--- src/rtl/bk_burst_accumulator.sv ---
// bk_burst_accumulator: sums a valid/ready burst of N-bit beats through a
// Brent-Kung adder and presents {sum, beat count, overflow} on an output
// valid/ready stream.
// Optional feature macro: BK_ACC_SAT_EN. When it is defined, the running sum
// clamps to all-ones on adder carry-out. When it is undefined, the sum wraps
// modulo 2^N.

// Combinational Brent-Kung adder: sum = {carry_out, a + b + cin}
module bk_brent_adder #(
  parameter int unsigned N = 32
) (
  input  logic [N-1:0] a,
  input  logic [N-1:0] b,
  input  logic         cin,
  output logic [N:0]   sum
);

  localparam int unsigned DTOP = 1 << $clog2(N);

  logic [N-1:0] p;
  logic [N-1:0] gt;
  logic [N-1:0] pt;

  // Prefix tree: an up-sweep of generate/propagate pairs, then a down-sweep
  // that fills in the intermediate carries.
  always_comb begin
    p     = a ^ b;
    gt    = a & b;
    pt    = p;
    gt[0] = gt[0] | (p[0] & cin);
    for (int unsigned d = 1; d < N; d = d * 2) begin
      for (int unsigned i = 2 * d - 1; i < N; i = i + 2 * d) begin
        gt[i] = gt[i] | (pt[i] & gt[i-d]);
        pt[i] = pt[i] & pt[i-d];
      end
    end
    for (int unsigned d = DTOP; d >= 1; d = d / 2) begin
      for (int unsigned i = 3 * d - 1; i < N; i = i + 2 * d) begin
        gt[i] = gt[i] | (pt[i] & gt[i-d]);
        pt[i] = pt[i] & pt[i-d];
      end
    end
    sum[0] = p[0] ^ cin;
    for (int unsigned i = 1; i < N; i++) begin
      sum[i] = p[i] ^ gt[i-1];
    end
    sum[N] = gt[N-1];
  end

endmodule

module bk_burst_accumulator #(
  parameter int unsigned N     = 32,
  parameter int unsigned CNT_W = 8
) (
  input  logic             clk,
  input  logic             rst,
  input  logic             in_valid,
  output logic             in_ready,
  input  logic [N-1:0]     in_data,
  input  logic             in_last,
  output logic             out_valid,
  input  logic             out_ready,
  output logic [N-1:0]     out_sum,
  output logic [CNT_W-1:0] out_count,
  output logic             out_ovf
);

  typedef enum logic [1:0] {IDLE, ACC, OUT} state_t;

  state_t             state;
  state_t             state_next;
  logic [N-1:0]       acc;
  logic [N-1:0]       op_a;
  logic [N-1:0]       acc_upd;
  logic [N:0]         add_sum;
  logic [CNT_W-1:0]   cnt;
  logic [CNT_W-1:0]   cnt_upd;
  logic               ovf;
  logic               ovf_upd;
  logic               accept;
  logic               consume;

  assign in_ready  = (state != OUT) && !rst;
  assign accept    = in_valid && in_ready;
  assign out_valid = (state == OUT);
  assign consume   = out_valid && out_ready;
  assign op_a      = (state == IDLE) ? '0 : acc;

  bk_brent_adder #(.N(N)) u_adder (
    .a   (op_a),
    .b   (in_data),
    .cin (1'b0),
    .sum (add_sum)
  );

  // Post-accept values of the running sum, beat counter and sticky overflow
  always_comb begin
`ifdef BK_ACC_SAT_EN
    // A saturated acc stays all-ones: any non-zero beat carries out again.
    acc_upd = add_sum[N] ? '1 : add_sum[N-1:0];
`else
    acc_upd = add_sum[N-1:0];
`endif
    if (state == IDLE) begin
      cnt_upd = CNT_W'(1);
    end else if (&cnt) begin
      cnt_upd = cnt;
    end else begin
      cnt_upd = cnt + 1'b1;
    end
    ovf_upd = ((state == IDLE) ? 1'b0 : ovf) | add_sum[N];
  end

  // Next-state logic for the burst FSM
  always_comb begin
    state_next = state;
    case (state)
      IDLE, ACC: begin
        if (accept) begin
          state_next = in_last ? OUT : ACC;
        end
      end
      OUT: begin
        if (consume) begin
          state_next = IDLE;
        end
      end
      default: state_next = IDLE;
    endcase
  end

  // FSM state register
  always_ff @(posedge clk) begin
    if (rst) begin
      state <= IDLE;
    end else begin
      state <= state_next;
    end
  end

  // Accumulator state and result registers
  always_ff @(posedge clk) begin
    if (rst) begin
      acc       <= '0;
      cnt       <= '0;
      ovf       <= 1'b0;
      out_sum   <= '0;
      out_count <= '0;
      out_ovf   <= 1'b0;
    end else if (accept) begin
      acc <= acc_upd;
      cnt <= cnt_upd;
      ovf <= ovf_upd;
      if (in_last) begin
        out_sum   <= acc_upd;
        out_count <= cnt_upd;
        out_ovf   <= ovf_upd;
      end
    end
  end

endmodule

--- config.mk ---
export PLATFORM = sky130hd
export DESIGN_NAME = bk_burst_accumulator
export DESIGN_NICKNAME = d
export VERILOG_FILES = /design/src/rtl/bk_burst_accumulator.sv
export SDC_FILE = /design/constraint.sdc
export NUM_CORES = 1
export LEC_CHECK = 0
export ABC_CLOCK_PERIOD_IN_PS = 3570
export BUFFER_PORTS_ARGS = -buffer_cell sky130_fd_sc_hd__buf_2
export CAP_MARGIN = 0
export CORE_MARGIN = 2
export CORE_UTILIZATION = 51
export DETAILED_ROUTE_END_ITERATION = 10
export PLACE_DENSITY_LB_ADDON = 0.3
export RECOVER_POWER = 50
export SYNTH_ARGS = -nofsm -noshare
export SYNTH_HDL_FRONTEND = slang
export SYNTH_SLANG_ARGS = --single-unit
--- constraint.sdc ---
create_clock -name clk -period 3.57 [get_ports clk]
set_input_delay 0.714 -clock clk [delete_from_list [all_inputs] [get_ports clk]]
set_output_delay 0.714 -clock clk [all_outputs]
set_load 0.01 [all_outputs]
; After elaboration in Yosys (flattened, before gate mapping)
; Index checks and enable logic that the tools add are counted.
[totals]
regBits = 84
input_bits = 37
[op_classes]
n_eq_ne = 5
addsub = 1
n_mux = 8
n_bitwise = 174
reduce_logical = 9
[ops]
columns = cell, count
row1 = 1-bit AND, 83
row2 = 1-bit bitwise OR, 58
row3 = 32-bit AND, 1
row4 = 32-bit two-way mux, 1
row5 = 32-bit XOR, 1
row6 = 1-bit XOR, 31
row7 = 8-bit two-way mux, 2
row8 = "8-bit by 1-bit adder with 8-bit output, second input constant", 1
row9 = 8-bit AND reduction, 1
row10 = 2-bit two-way mux, 3
row11 = "2-bit inequality test, second input constant", 2
row12 = 2-bit one-hot mux with 2 select lines, 1
row13 = 2-bit AND reduction, 2
row14 = 1-bit logical AND, 3
row15 = "2-bit by 1-bit == test with 1-bit output, second input constant", 1
row16 = "2-bit == test, second input constant", 1
row17 = 2-bit logical NOT, 1
row18 = "2-bit by 1-bit inequality test with 1-bit output, second input constant", 1
row19 = 2-bit OR reduction, 1
row20 = 1-bit logical NOT, 1
row21 = 1-bit two-way mux, 1

; Depth between registers and ports, before layout
[logic_depth]
depth_word = 20
depth_mapped = 17
ltp_nobuf = 15

; Modules after synthesis
; A second synthesis with hierarchy kept.
[hier_totals]
hier_cells = 590
area_unflattened_um2 = 4844.6
[by_module_without_submodules]
columns = module, n_inst, seq_area_each_um2, cells_each, area_per_inst_um2
row1 = bk_burst_accumulator, 1, 1681.6, 433, 3454.6
row2 = bk_brent_adder, 1, 0.0, 157, 1390.1

; Least setup slack after synthesis
; OpenSTA, ideal clock, no wires.
[synth_path]
path_kind = reg2reg
startpoint = reg state[0]
endpoint = reg out_sum[27]
period_less_slack_ns = 3.530
required_time_ns = 3.428
stages_incl_launch_ff = 16
t_arrival_ns = 3.389
slack_ns = 0.040
n_path_buf = 2
cell_sequence = dfxtp_1 or2_1 clkbuf_1 clkbuf_1 and2_1 ha_1 fa_1 a211oi_1 o21a_1 a21oi_2 a41o_2 a21oi_2 o21ai_0 fa_1 xnor2_1 a211oi_2
[synth_between]
elab_chain_len = 18
[synth_lines]
columns = element, line_no
row1 = from (decl), 71  ; state_t state;
row2 = from (signal assigned), 138  ; state <= state_next;
row3 = 2-bit logical NOT, 88  ; assign op_a = (state == IDLE) ? '0 : acc;
row4 = 32-bit two-way mux, 88
row5 = 32-bit XOR / 32-bit AND (equally long branches), "27, 28"
row6 = 1-bit AND, 33  ; gt[i] = gt[i] | (pt[i] & gt[i-d]);
row7 = 1-bit bitwise OR, 33
row8 = 1-bit AND, 33
row9 = 1-bit bitwise OR, 33
row10 = 1-bit AND, 33
row11 = (+2 left out), --
row12 = 1-bit bitwise OR, 33
row13 = 1-bit AND, 39  ; gt[i] = gt[i] | (pt[i] & gt[i-d]);
row14 = 1-bit bitwise OR, 39
row15 = 1-bit AND, 39
row16 = 1-bit bitwise OR, 39
row17 = 1-bit AND, 39
row18 = 1-bit bitwise OR, 39
row19 = 1-bit XOR, 45  ; sum[i] = p[i] ^ gt[i-1];
row20 = to (signal assigned), 156  ; out_sum <= acc_upd;
row21 = to (decl), 64  ; output logic [N-1:0] out_sum,
; Several ways; a longest one is shown, not always the timed one.
; A chain may end at the register's enable or synchronous reset.

; Final worst setup path
[layout_path]
startpoint = reg state[1]
endpoint = reg out_sum[27]
; Same word-level chain as after synthesis.

==> flow_metrics.env <==
export IMPL_yosysMostFrequentCell="dfxtp_1"
export IMPL_synthCells=547
export IMPL_diodes=0
export IMPL_clk_pin_slew_ns=0.10
export IMPL_drtIter0Drc=106
export IMPL_cts_inserted_buffers=9
export IMPL_nNetsFinal=700
export IMPL_cp_start_kind="flop"
export IMPL_synth_largest_area_cell="dfxtp_1"
export IMPL_syn_area_per_cell_um2=8.68
export IMPL_skew_ns=0.0128
export IMPL_drc=0
export IMPL_clock_path_buffers=2
export IMPL_ys_seq_elements=84
export IMPL_grt_util_met3_pct=3.74
export IMPL_hold_violations=0
export IMPL_gr_total_overflow=0
export IMPL_clockRootBuffer="clkbuf_8"
export IMPL_ant_nets=0
export IMPL_ys_top_cells_by_area="dfxtp_1 (35%), ha_1 (8.4%), fa_1 (6.7%), nand2_1 (5.4%), a21oi_1 (4.5%)"
export IMPL_routabilityCongestion=0.858
export IMPL_dp_hpwl_um=7430
export IMPL_fmax_ghz=0.295
export IMPL_synth_area_mm2=0.00475
export IMPL_synth_async_reset_ratio_pct=0
export IMPL_clock_latency_ns=0.36
export IMPL_wirelength_um=10600
export IMPL_hold_buffers=0
export IMPL_finalCriticalPeriod_ns=3.39
export IMPL_synth_top_area_share_pct=35.4
export IMPL_syn_num_nets=632
export IMPL_dr_pass1_iters=4
export IMPL_first_global_vias=3894
export IMPL_grt_first_pass_wirelength_um=17800
export IMPL_die_w_um=100
export IMPL_finalCritPeriodShare_pct=95.0
export IMPL_cts_resized=0
export IMPL_grt_max_degree=85
export IMPL_fin_util_pct=58.9
export IMPL_slew_violations=50
export IMPL_use_met2_pct=37.1
export IMPL_grt_util_met1_pct=28.6
export IMPL_vias_per_cell=5.50
export IMPL_p_per_area_mw_per_mm2=406
export IMPL_wire_per_inst_um=14.5
export IMPL_clkSinkCount=84
export IMPL_areaGrowthSynthToFinish_pct=13.7
export IMPL_antenna_found_initial=0
export IMPL_ys_types=48
export IMPL_drive_gt1_share_pct=13.7
export IMPL_tightest_slew_ns=2.03
export IMPL_hold_class="flop to flop"
export IMPL_worstPathMaxFanout=5
export IMPL_power_w=0.00219
export IMPL_row_count=35
export IMPL_tns_ns=0
export IMPL_p_leak_nw=2.19
export IMPL_violations="capacitance limit, slew limit"
export IMPL_cts_tree="yes"
export IMPL_drv_cap=1
export IMPL_synth_ff_type="dfxtp_1"
export IMPL_die_y_um=100
export IMPL_die_area_mm2=0.0101
export IMPL_critical_path_cell_chain="or2_1 -> and2_1 -> ha_1 -> fa_1 -> a211oi_2 -> o21a_1 -> a21oi_2 -> a41o_2 -> a21oi_4 -> o21ai_0 -> fa_1 -> xnor2_2 -> a211oi_2"
export IMPL_coreArea_mm2=0.00915
export IMPL_yosysWarningCount=0
export IMPL_numPortBuffers=79
export IMPL_setup_violations_final=0
export IMPL_max_stage_delay_ns=0.43
export IMPL_start_util_pct=51.9
export IMPL_cts_setup_buffers=0
export IMPL_num_vias=4022
export IMPL_synth_edf_count=0
export IMPL_cts_max_level=3
export IMPL_grt_total_usage_pct=22.2
export IMPL_synthTopCellsByCount="dfxtp_1 (84), nand2_1 (68), nor2_1 (50)"
export IMPL_status="finished with violations"
export IMPL_crit_path_end_kind="flop"
export IMPL_crit_type="flop to flop"
export IMPL_cp_required_ns=3.85
export IMPL_top_usage_layer="met2"
export IMPL_crit_arrival_ns=3.68
export IMPL_cpMaxStageDelayCell="fa_1"
export IMPL_peakVddDrop_mv=0.217
export IMPL_relSlewSlack_pct=-35.1
export IMPL_top_level_ports=80
export IMPL_ys_seq_area_share_pct=35.4
==> area by class of cell <==
cell class              instances  area (um2)
clock inverters                 6        93.8
flip-flops and latches         84        1680
clock buffers                  10         138
well taps                     111         139
fillers                       844        3760
inverters                      17        63.8
repair buffers                 90         414
multi-input cells             413        2870
==> sequential cells by signal, summed over array words and instances, names as in the netlist <==
name,count
acc,32
cnt,8
out_count,8
out_ovf,1
out_sum,32
ovf,1
state,2
==> per-stage QoR <==
step / instance area, um2 / hold slack (ns) / setup WS [ns] / std cells
global route: 5400 / 0.474 / -0.00847 / 731
floorplan: 4750 / 0.445 / 0.0396 / 547
detailed placement: 5230 / 0.446 / 0.0221 / 715
finish: 5400 / 0.457 / 0.179 / 731
CTS: 5460 / 0.459 / 0.102 / 731
global placement: 5230 / 0.442 / 0.0570 / 715
==> worst paths after layout <==
path | start | cells past startpoint | to | slack, ns
worst max-delay path | state[1] | 13 | out_sum[27] | 0.18
worst min-delay path | out_count[4] | 2 | out_count[4] | 0.46
worst max register to register | state[1] | 13 | out_sum[27] | 0.18
worst min register to register | out_count[4] | 2 | out_count[4] | 0.46
==> logic make-up after synthesis <==
kind of cell / Yosys count / synth area share (%)
DFF: 84 / 35.4
muxes: 1 / 0.211
xor gates and xnor gates: 18 / 3.32
and+or+nand+nor: 205 / 21.6
adders and majority gates: 48 / 15.2
AOI/OAI and AO/OA: 141 / 19.9
buffers and inverters: 50 / 4.40
==> power breakdown <==
| group | internal, W | switching [W] | total, W |
|---|---|---|---|
| Combinational | 0.000151 | 0.000222 | 0.000373 |
| Sequential | 0.000993 | 0.0000270 | 0.00102 |
| Clock | 0.000421 | 0.000375 | 0.000796 |
==> critical path: cells and delay by family (launching register included) <==
family,cells,cell delay (ns)
compound gates,7,1.34
xor+xnor,1,0.17
fa+ha+maj,3,1.04
flops,1,0.32
simple gates,2,0.45
==> per-layer routing <==
metal | wire length [um] | part of all wire, %
met4 | 211 | 2.0
met2 | 5170 | 49
met3 | 452 | 4.3
met5 | 0 | 0
met1 | 4800 | 45
==> cell usage in the layout (no fill, tap or decap), types with 16 or more instances in the layout <==
cell type,netlist,layout
a211oi_2,16,17
fa_1,16,16
nand2b_1,18,18
inv_1,17,17
nand2_1,68,68
and2_1,27,26
buf_2,5,36
o21ai_0,41,40
ha_1,32,32
clkbuf_1,24,45
a21oi_1,43,43
nand3b_1,16,16
nor2_1,50,50
dfxtp_1,84,84
(Power assumes the default switching activity.)
